--- src/rtl/inst_fetch_queue.sv ---
// rtl/inst_fetch_queue.sv - circular PC/instruction queue between fetch and decode
// Head is read combinationally; an empty queue presents pc 0 and a NOP to decode.
module inst_fetch_queue #(
  parameter int unsigned DEPTH    = 4,
  parameter logic [31:0] NOP_INST = 32'h0000_0013
) (
  input  logic                       clk,
  input  logic                       rstn,
  input  logic                       flush,
  input  logic                       in_valid,
  input  logic [31:0]                in_pc,
  input  logic [31:0]                in_inst,
  output logic                       in_ready,
  output logic                       out_valid,
  output logic [31:0]                out_pc,
  output logic [31:0]                out_inst,
  input  logic                       out_ready,
  output logic [$clog2(DEPTH):0]     count
);

  localparam int unsigned AW = $clog2(DEPTH);
  localparam logic [AW:0] FULL_CNT = AW'(0) + (AW+1)'(DEPTH);

  logic [31:0]   pc_mem   [DEPTH];
  logic [31:0]   inst_mem [DEPTH];
  logic [AW-1:0] wr_ptr;
  logic [AW-1:0] rd_ptr;
  logic          do_push;
  logic          do_pop;

  assign in_ready  = (count != FULL_CNT);
  assign out_valid = (count != '0);
  assign do_push   = in_valid && in_ready && !flush;
  assign do_pop    = out_valid && out_ready && !flush;

  // Storage carries no reset; the output mux hides stale entries.
  always_ff @(posedge clk) begin
    if (do_push) begin
      pc_mem[wr_ptr]   <= in_pc;
      inst_mem[wr_ptr] <= in_inst;
    end
  end

  // DEPTH is a power of two, so pointers wrap by natural overflow.
  always_ff @(posedge clk or negedge rstn) begin
    if (!rstn) begin
      wr_ptr <= '0;
      rd_ptr <= '0;
      count  <= '0;
    end else if (flush) begin
      wr_ptr <= '0;
      rd_ptr <= '0;
      count  <= '0;
    end else begin
      if (do_push) wr_ptr <= wr_ptr + 1'b1;
      if (do_pop)  rd_ptr <= rd_ptr + 1'b1;
      case ({do_push, do_pop})
        2'b10:   count <= count + 1'b1;
        2'b01:   count <= count - 1'b1;
        default: count <= count;
      endcase
    end
  end

  always_comb begin
    out_pc   = 32'h0;
    out_inst = NOP_INST;
    if (out_valid) begin
      out_pc   = pc_mem[rd_ptr];
      out_inst = inst_mem[rd_ptr];
    end
  end

endmodule

--- config.mk ---
export PLATFORM = sky130hd
export DESIGN_NAME = inst_fetch_queue
export DESIGN_NICKNAME = d
export VERILOG_FILES = /design/src/rtl/inst_fetch_queue.sv
export SDC_FILE = /design/constraint.sdc
export NUM_CORES = 1
export LEC_CHECK = 0
export BUFFER_PORTS_ARGS = -buffer_cell sky130_fd_sc_hd__buf_2
export CORE_UTILIZATION = 52
export CTS_BUF_LIST = sky130_fd_sc_hd__clkbuf_8 sky130_fd_sc_hd__clkbuf_16
export DETAILED_ROUTE_END_ITERATION = 7
export PLACE_DENSITY = 0.76
export SYNTH_ARGS = -nofsm -noshare
export SYNTH_HDL_FRONTEND = slang
export SYNTH_SLANG_ARGS = --single-unit
--- constraint.sdc ---
create_clock -name clk -period 2.85 [get_ports clk]
set_input_delay 0.57 -clock clk [delete_from_list [all_inputs] [get_ports clk]]
set_output_delay 0.57 -clock clk [all_outputs]
set_load 0.02 [all_outputs]
==> results.yml, run 1 <==
sta:
  rsz0062_at_grt: "no"
  tns_ns: 0
  fin_ws_ns: 0.114
  period_needed_ns: 2.74
  worst_pin_slew_ns: 0.530
  hold_slack_ns: 0.269
  clock_skew_ns: 0.0123
  timing.fmax_mhz: 365
  relSlewSlack_pct: 64.7
  hold_viol_final: 0
  slew_violations: 0
  setup_viol: 0
  min_period_over_period_pct: 96.0
setup_path:
  cp.required_ns: 2.28
  rrSetupSlack_ns: 0.28
  path_max_fanout: 27
  critPathKind: "reg -> out"
  path_cells: "buf_12, mux4_2, and2_1, buf_2"
  start_kind: "register"
  r2r-end: "count[2]$_DFFE_PN0P_"
  path_delay_family: "multiplexers"
  slowest_delay_ns: 0.55
  slowest_stage: "mux4_2"
  rr_startpoint: "count[0]$_DFFE_PN0P_"
  cp.arrival_ns: 2.17
  end_kind: "output port"
  reg2reg_depth: 8
  cp.buffers_inverters: 2
placement:
  portBuffers: 137
  place.gp.congestion: 0.789
  pre_cts_ws_ns: 0.347
  dp_hpwl_um: 11200
  placedInstanceArea_mm2: 0.0113
route:
  dr.pass1.iters: 4
  drt-total-wl_um: 18700
  drt_first_iter_violations: 321
  vias_per_cell: 5.50
  ant_nets: 0
  wl_per_cell_um: 20.6
  via_count: 4984
  drcViolationCount: 0
min_path:
  hp-start: "in_pc[14]"
  min_path_cells: 1
  min_to: "pc_mem[1][14]$_DFFE_PP_"
  hp-class: "in -> reg"
finish:
  fin_util_pct: 64.4
  area_growth_pct: 19.5
  layout.nets: 703
  drive_gt1_share_pct: 42.1
  final_cell_area_mm2: 0.0122
  diodes: 0
yosys:
  synth_flop_cell: "edfxtp_1"
  yosys_warnings: 0
  synth_cell_type_count: 35
  netlist_top_cells_area: "edfxtp_1 (75%), mux4_2 (14%), and2_1 (3.7%), dfrtp_1 (1.7%), buf_2 (0.54%)"
  synth_top_cell_by_area: "edfxtp_1"
  synth_top_area_share_pct: 75.3
  synthCells: 469
  synth_common_cells: "edfxtp_1 (256), mux4_2 (64), and2_1 (61)"
  asyncSetResetFlopFracSynth_pct: 2.66
  avgSynthCellArea_um2: 21.8
  syn_nets: 543
  synth-seq-area-share_pct: 77.0
  syn_area_mm2: 0.0102
  synth_seq_cells: 263
  synthMostInstantiatedCell: "edfxtp_1"
  synth_edf_count: 256
global_routing:
  grtUsageMet2_pct: 32.9
  use_met3_pct: 3.43
  antenna_found_initial: 2
  met1_usage_pct: 24.9
  grt_max_degree: 64
  track_usage_pct: 19.1
  busiest_layer: "met2"
  grt_overflow: 0
  grt_first_pass_wirelength_um: 28900
  grt_pass1_vias: 5272
power_and_ir_drop:
  ir_worst_vdd_uv: 587
  power_density_mw_per_mm2: 836
  p_leak_nw: 4.21
clock_network:
  numCtsBuffers: 27
  clkLatencyLatePin_ns: 0.51
  cts_tree: "done"
  cts.sinks: 263
  cts.root.buffer_cell: "clkbuf_16"
  path_clk_slew_ns: 0.06
  clk_path_buf_depth: 3
  htreeDepth: 1
die:
  ioPinCount: 138
  dieArea_mm2: 0.0202
  core_area_mm2: 0.0190
  die_h_um: 142
  floorplan.initialDensity_pct: 53.9
  placementRows: 50
  die_x_um: 142
status:
  status: "completed"
flow_run:
  maxCapViolations: 0
[cell type report]
type / instances / area, um^2
clock inverters: 19 / 210
multi-input cells: 177 / 2210
flip-flops and latches: 263 / 7870
well taps: 260 / 325
repair buffers: 155 / 890
fillers: 1282 / 6750
clock buffers: 27 / 676
inverters: 5 / 18.8
[stage by stage]
step,power (W),std cells
after detailed placement,0.00681,856
after floorplan,0.00609,469
after CTS,0.0103,906
final,0.0102,906
after global routing,0.0106,906
after global placement,0.00677,856
[per-layer routing]
layer / part of all wire [%] / wire, um
met1: 41 / 7660
met2: 52 / 9700
met3: 5.2 / 966
met4: 1.6 / 306
met5: 0.17 / 31
[sequential cells by signal, summed over array words and instances (netlist names)]
name      cells
pc_mem      128
count         3
wr_ptr        2
inst_mem    128
rd_ptr        2
[where the power goes]
part	switching, W	total (W)	internal, W
logic	0.00125	0.00220	0.000948
registers	0.0000941	0.00452	0.00443
clock network	0.00139	0.00348	0.00209
[cell usage in the layout, fill, tap and decap left out, drive strengths merged]
cell         count
clkbuf          27
a21boi           1
edfxtp         256
a31oi            1
a21o             1
xnor2            1
o311ai           1
clkinv          10
and2            61
nor2             6
a311o            1
nand3            3
or2              3
a2111oi          2
a21oi            3
ha               4
or4              1
dfrtp            7
nor3b            1
nand2b           1
inv              7
nor2b            2
bufinv           4
nor3             3
or3b             1
clkinvlp         3
dlygate4sd3      1
and2b            1
fa               1
and3             4
mux4            64
mux2i            1
buf            154
nand2            6
xor2             3
[worst register-to-register path, cell delays in order (launching register included)]
cell	delay, ns
dfrtp_1	0.52
nor3_4	0.32
inv_2	0.07
nand2_1	0.15
nor3_1	0.09
fa_1	0.43
or4_1	0.54
a21o_1	0.19
a31oi_1	0.17
[logic make-up after synthesis]
family,count (synthesis),synth area share [%]
flip-flops,263,77.0
multiplexers,65,14.2
adder cells (fa/ha/maj),5,0.686
XOR/XNOR,4,0.343
AO/OA/AOI/OAI,10,0.711
buffers and inverters,29,1.53
AND/OR/NAND/NOR,93,5.51
[worst max-delay path by stage]
stage	from	end	slack, ns	depth (start not counted)
2_1_floorplan	count[0]$_DFFE_PN0P_	count[2]$_DFFE_PN0P_	0.38	9
3_3_place_gp	rd_ptr[0]$_DFFE_PN0P_	out_pc[2]	0.48	4
3_5_place_dp	count[0]$_DFFE_PN0P_	count[2]$_DFFE_PN0P_	0.35	8
4_1_cts	count[0]$_DFFE_PN0P_	out_pc[22]	0.02	5
5_1_grt	count[0]$_DFFE_PN0P_	out_pc[6]	0.006	5
6_report	rd_ptr[0]$_DFFE_PN0P_	out_inst[28]	0.11	4
[timing repair]
item,CTS,global route
endpoints found under the setup margin,40,61
hold buffers,1,0
setup buffers,3,0
gates resized for setup,0,1
endpoints found under the hold margin,7,0
Note: power is estimated with default switching activity, not from simulation.
==> run 2, diff against run 1 <==
- CELL_PAD_IN_SITES_DETAIL_PLACEMENT: default -> 2
- CELL_PAD_IN_SITES_GLOBAL_PLACEMENT: default -> 2
- CORE_UTILIZATION: 52 -> 40
- PLACE_DENSITY: 0.76 -> default
- PLACE_DENSITY_LB_ADDON: default -> 0.1
==> results.yml, run 2 (synthesis results as in run 1) <==
global_routing:
  grtUsageMet2_pct: 32.7
  met1_usage_pct: 23.6
  grt_first_pass_wirelength_um: 35800
  grt_overflow: 0
  grt_pass1_vias: 5778
  antenna_found_initial: 2
  track_usage_pct: 18.5
  use_met3_pct: 3.55
  grt_max_degree: 64
  busiest_layer: "met2"
power_and_ir_drop:
  power_density_mw_per_mm2: 837
  ir_worst_vdd_uv: 477
  p_leak_nw: 4.39
clock_network:
  path_clk_slew_ns: 0.06
  clk_path_buf_depth: 3
  numCtsBuffers: 29
  clkLatencyLatePin_ns: 0.53
  htreeDepth: 1
  cts_tree: "done"
  cts.sinks: 263
  cts.root.buffer_cell: "clkbuf_16"
setup_path:
  cp.buffers_inverters: 2
  end_kind: "output port"
  critPathKind: "reg -> out"
  slowest_stage: "mux4_2"
  path_cells: "bufbuf_16, mux4_2, and2_1, buf_2"
  cp.required_ns: 2.28
  start_kind: "register"
  path_max_fanout: 16
  slowest_delay_ns: 0.52
  cp.arrival_ns: 2.22
  path_delay_family: "buffers and inverters"
route:
  drt_first_iter_violations: 229
  drcViolationCount: 0
  via_count: 5126
  vias_per_cell: 5.14
  dr.pass1.iters: 4
  wl_per_cell_um: 23.8
  drt-total-wl_um: 23800
  ant_nets: 0
die:
  core_area_mm2: 0.0251
  die_h_um: 162
  placementRows: 58
  dieArea_mm2: 0.0262
  ioPinCount: 138
  floorplan.initialDensity_pct: 40.7
  die_x_um: 162
placement:
  portBuffers: 137
  place.gp.congestion: 0.747
  dp.cells: 930
  dp_hpwl_um: 13900
status:
  status: "completed"
sta:
  period_needed_ns: 2.79
  relSlewSlack_pct: 67.4
  setup_viol: 0
  rsz0062_at_grt: "yes"
  clock_skew_ns: 0.00894
  hold_viol_final: 0
  min_period_over_period_pct: 97.9
  slew_violations: 0
  tns_ns: 0
  worst_pin_slew_ns: 0.490
  timing.fmax_mhz: 358
finish:
  mostFrequentLayoutCells: "edfxtp_1 (256), buf_2 (137), mux4_2 (64), and2_1 (61), clkbuf_16 (31)"
  layout.nets: 720
  layout.cells.most_common: "edfxtp_1"
  drive_gt1_share_pct: 42.7
  largest_registers: "inst_mem (128), pc_mem (128), count (3)"
  area_growth_pct: 23.5
  finalNonFillerCells: 998
flow_run:
  maxCapViolations: 0
min_path:
  hp-class: "in -> reg"
run 2: cell types whose count changed in the layout (fill, tap and decap cells not counted), moves of 2 or more:
cell,previous run,this run
buf_4,11,14
clkinv_4,2,0
buf_16,0,3
inv_1,4,12
clkinvlp_4,3,1
clkbuf_16,27,31
buf_12,5,9
run 2: per-layer routing:
layer	vias up	part of all wire, %
met3	30	4.9
met1	2705	41
met5	-	0.055
li1	2265	-
met4	2	1.5
met2	124	52
run 2: path summary, 6_finish.rpt:
| path | from | cells after the start | slack [ns] | end |
|---|---|---|---|---|
| min reg2reg | wr_ptr[1]$_DFFE_PN0P_ | 2 | 0.61 | wr_ptr[1]$_DFFE_PN0P_ |
| max in group asynchronous | rstn | 2 | 2.23 | rd_ptr[0]$_DFFE_PN0P_ |
| max | rd_ptr[0]$_DFFE_PN0P_ | 4 | 0.06 | out_pc[0] |
| min in group asynchronous | rstn | 2 | 0.42 | count[0]$_DFFE_PN0P_ |
| min | in_inst[2] | 1 | 0.25 | inst_mem[0][2]$_DFFE_PP_ |
| max reg2reg | count[0]$_DFFE_PN0P_ | 8 | 0.20 | count[2]$_DFFE_PN0P_ |
run 2: through the flow:
step	hold WS (ns)	util [%]	total power [W]	setup WS, ns	cell area, um^2
4_1_cts	0.224	49.6	0.0106	-0.00846	12400
3_3_place_gp	0.428	45.6	0.00684	0.442	11400
5_1_grt	0.233	50.2	0.0110	-0.0193	12600
6_report	0.249	50.2	0.0105	0.0600	12600
2_1_floorplan	0.274	-	0.00609	0.378	10200
3_5_place_dp	0.429	45.6	0.00691	0.295	11400
run 2: cell type report:
class / instances / area, um^2
Clock buffer: 29 / 726
Multi-Input combinational cell: 177 / 2210
Fill cell: 2266 / 12500
Timing Repair Buffer: 170 / 1180
Tap cell: 330 / 413
Antenna cell: 1 / 2.50
Clock inverter: 23 / 180
Sequential cell: 263 / 7870
Inverter: 5 / 18.8
run 2: what timing repair did:
item | 4_1_cts | 5_1_grt
buffers inserted | 1 | 9
hold endpoints to repair | 7 | 0
hold buffers | 1 | 0
setup endpoints to repair | 63 | 43
pin swaps | 0 | 0
gates resized for setup | 3 | 3
gates cloned | 1 | 3
run 2: power by group:
group | switching [W] | total (W) | internal, W
Clock | 0.00143 | 0.00353 | 0.00210
Sequential | 0.000100 | 0.00453 | 0.00443
Combinational | 0.00138 | 0.00249 | 0.00111
Total | 0.00291 | 0.0105 | 0.00764
==> run 3, diff against run 2 <==
==> constraint.sdc (replaced) <==
create_clock -name clk -period 2.85 [get_ports clk]
set_input_delay 0.4275 -clock clk [delete_from_list [all_inputs] [get_ports clk]]
set_output_delay 0.4275 -clock clk [all_outputs]
set_load 0.02 [all_outputs]
==> results.yml, run 3 (synthesis results as in run 1) <==
clock_network:
  htreeDepth: 1
  cts_tree: "done"
  clk_path_buf_depth: 3
  cts.root.buffer_cell: "clkbuf_16"
  cts.sinks: 263
  numCtsBuffers: 29
  path_clk_slew_ns: 0.06
  clkLatencyLatePin_ns: 0.54
route:
  vias_per_cell: 5.10
  ant_nets: 0
  drt-total-wl_um: 22200
  drt_first_iter_violations: 229
  wl_per_cell_um: 22.6
  dr.pass1.iters: 4
  via_count: 5025
  drcViolationCount: 0
die:
  ioPinCount: 138
  placementRows: 58
  dieArea_mm2: 0.0262
  core_area_mm2: 0.0251
  die_x_um: 162
  die_h_um: 162
  floorplan.initialDensity_pct: 40.7
finish:
  drive_gt1_share_pct: 41.2
  largest_registers: "inst_mem (128), pc_mem (128), count (3)"
  final-seq-area_mm2: 0.00787
  layout.nets: 707
  mostFrequentLayoutCells: "edfxtp_1 (256), buf_2 (137), mux4_2 (64), and2_1 (61), clkbuf_16 (29)"
  fillerInstances: 2308
  multi_input_area_mm2: 0.00221
  area_growth_pct: 20.7
  fin_util_pct: 49.1
  finalNonFillerCells: 986
  layout.cells.most_common: "edfxtp_1"
sta:
  timing.fmax_mhz: 373
  period_needed_ns: 2.68
  setup_viol: 0
  clock_skew_ns: 0.0150
  min_period_over_period_pct: 94.0
  slew_violations: 0
  rsz0062_at_grt: "no"
  relSlewSlack_pct: 66.6
  hold_viol_final: 0
  worst_pin_slew_ns: 0.501
  tns_ns: 0
global_routing:
  grt_overflow: 0
  grt_pass1_vias: 5619
  grt_max_degree: 65
  grt_first_pass_wirelength_um: 33800
  antenna_found_initial: 2
  track_usage_pct: 17.4
placement:
  place.gp.congestion: 0.707
  dp.cells: 929
  portBuffers: 137
  dp_hpwl_um: 13400
setup_path:
  cp.required_ns: 2.42
  path_max_fanout: 14
  rr_startpoint: "count[0]$_DFFE_PN0P_"
  end_kind: "output port"
  cp.arrival_ns: 2.25
  critPathKind: "reg -> out"
  start_kind: "register"
  critical_path.startpoint: "rd_ptr[0]$_DFFE_PN0P_"
power_and_ir_drop:
  power.total_w: 0.0101
  p_leak_nw: 4.27
  ir_worst_vdd_uv: 512
  power_density_mw_per_mm2: 821
flow_run:
  maxCapViolations: 0
status:
  status: "completed"
min_path:
  hp-class: "in -> reg"
  hp-start: "in_inst[11]"
-- run 3: cell count changes in the layout (fill, tap and decap cells not counted), sizes merged --
cell,change
buf,-10
bufinv,-3
inv,+3
bufbuf,-1
clkinvlp,-1
-- run 3: final timing paths --
kind / endpoint / slack (ns) / depth (start not counted)
max in group asynchronous: rd_ptr[1]$_DFFE_PN0P_ / 2.38 / 2
min in group asynchronous: count[1]$_DFFE_PN0P_ / 0.28 / 2
hold / removal: inst_mem[2][11]$_DFFE_PP_ / 0.1 / 1
setup reg to reg: count[2]$_DFFE_PN0P_ / 0.32 / 8
hold reg to reg: wr_ptr[1]$_DFFE_PN0P_ / 0.60 / 2
setup / recovery: out_inst[9] / 0.17 / 4
-- run 3: cell type report --
| class | instances | area share (%) |
|---|---|---|
| Multi-Input combinational cell | 177 | 17.9 |
| Inverter | 5 | 0.152 |
| Sequential cell | 263 | 63.9 |
| Clock buffer | 31 | 6.11 |
| Timing Repair Buffer | 157 | 7.81 |
| Tap cell | 330 | 3.35 |
| Antenna cell | 1 | 0.0203 |
| Clock inverter | 22 | 0.761 |
-- run 3: what timing repair did --
item / CTS / global route
setup buffers: 1 / 1
pin swaps: 0 / 0
setup endpoints to repair: 48 / 1
resized for setup: 1 / 0
hold buffers: 1 / 0
endpoints found under the hold margin: 7 / 0
-- run 3: worst max-delay path, stage by stage (launching register included) --
cell,delay [ns]
dfrtp_4,0.62
buf_12,0.22
mux4_2,0.50
and2_1,0.20
buf_2,0.17
-- run 3: metrics by stage --
stage          instance area [um^2]  worst slack, ns  hold slack, ns
6_report                      12300            0.170          0.0984
5_1_grt                       12300           0.0486          0.0876
2_1_floorplan                 10200            0.378           0.132
3_5_place_dp                  11400            0.335           0.279
3_3_place_gp                  11400            0.486           0.279
4_1_cts                       12300           0.0413          0.0759
-- run 3: per-layer routing --
layer / share of wire (%) / vias to the layer above / track usage [%] / wire (um)
met5: 0.072 / - / 0 / 16
met4: 1.9 / 2 / 3.99 / 428
met3: 4.3 / 32 / 3.50 / 967
met2: 53 / 117 / 31.4 / 11700
met1: 41 / 2641 / 21.4 / 9130
li1: - / 2233 / - / -
-- run 3: report_power, final --
part           internal (W)  total (W)  switching, W  leakage (nW)
clock network       0.00188    0.00331       0.00143         0.466
logic              0.000969    0.00226       0.00129          1.39
registers           0.00443    0.00455      0.000116          2.41
total               0.00728     0.0101       0.00284          4.27
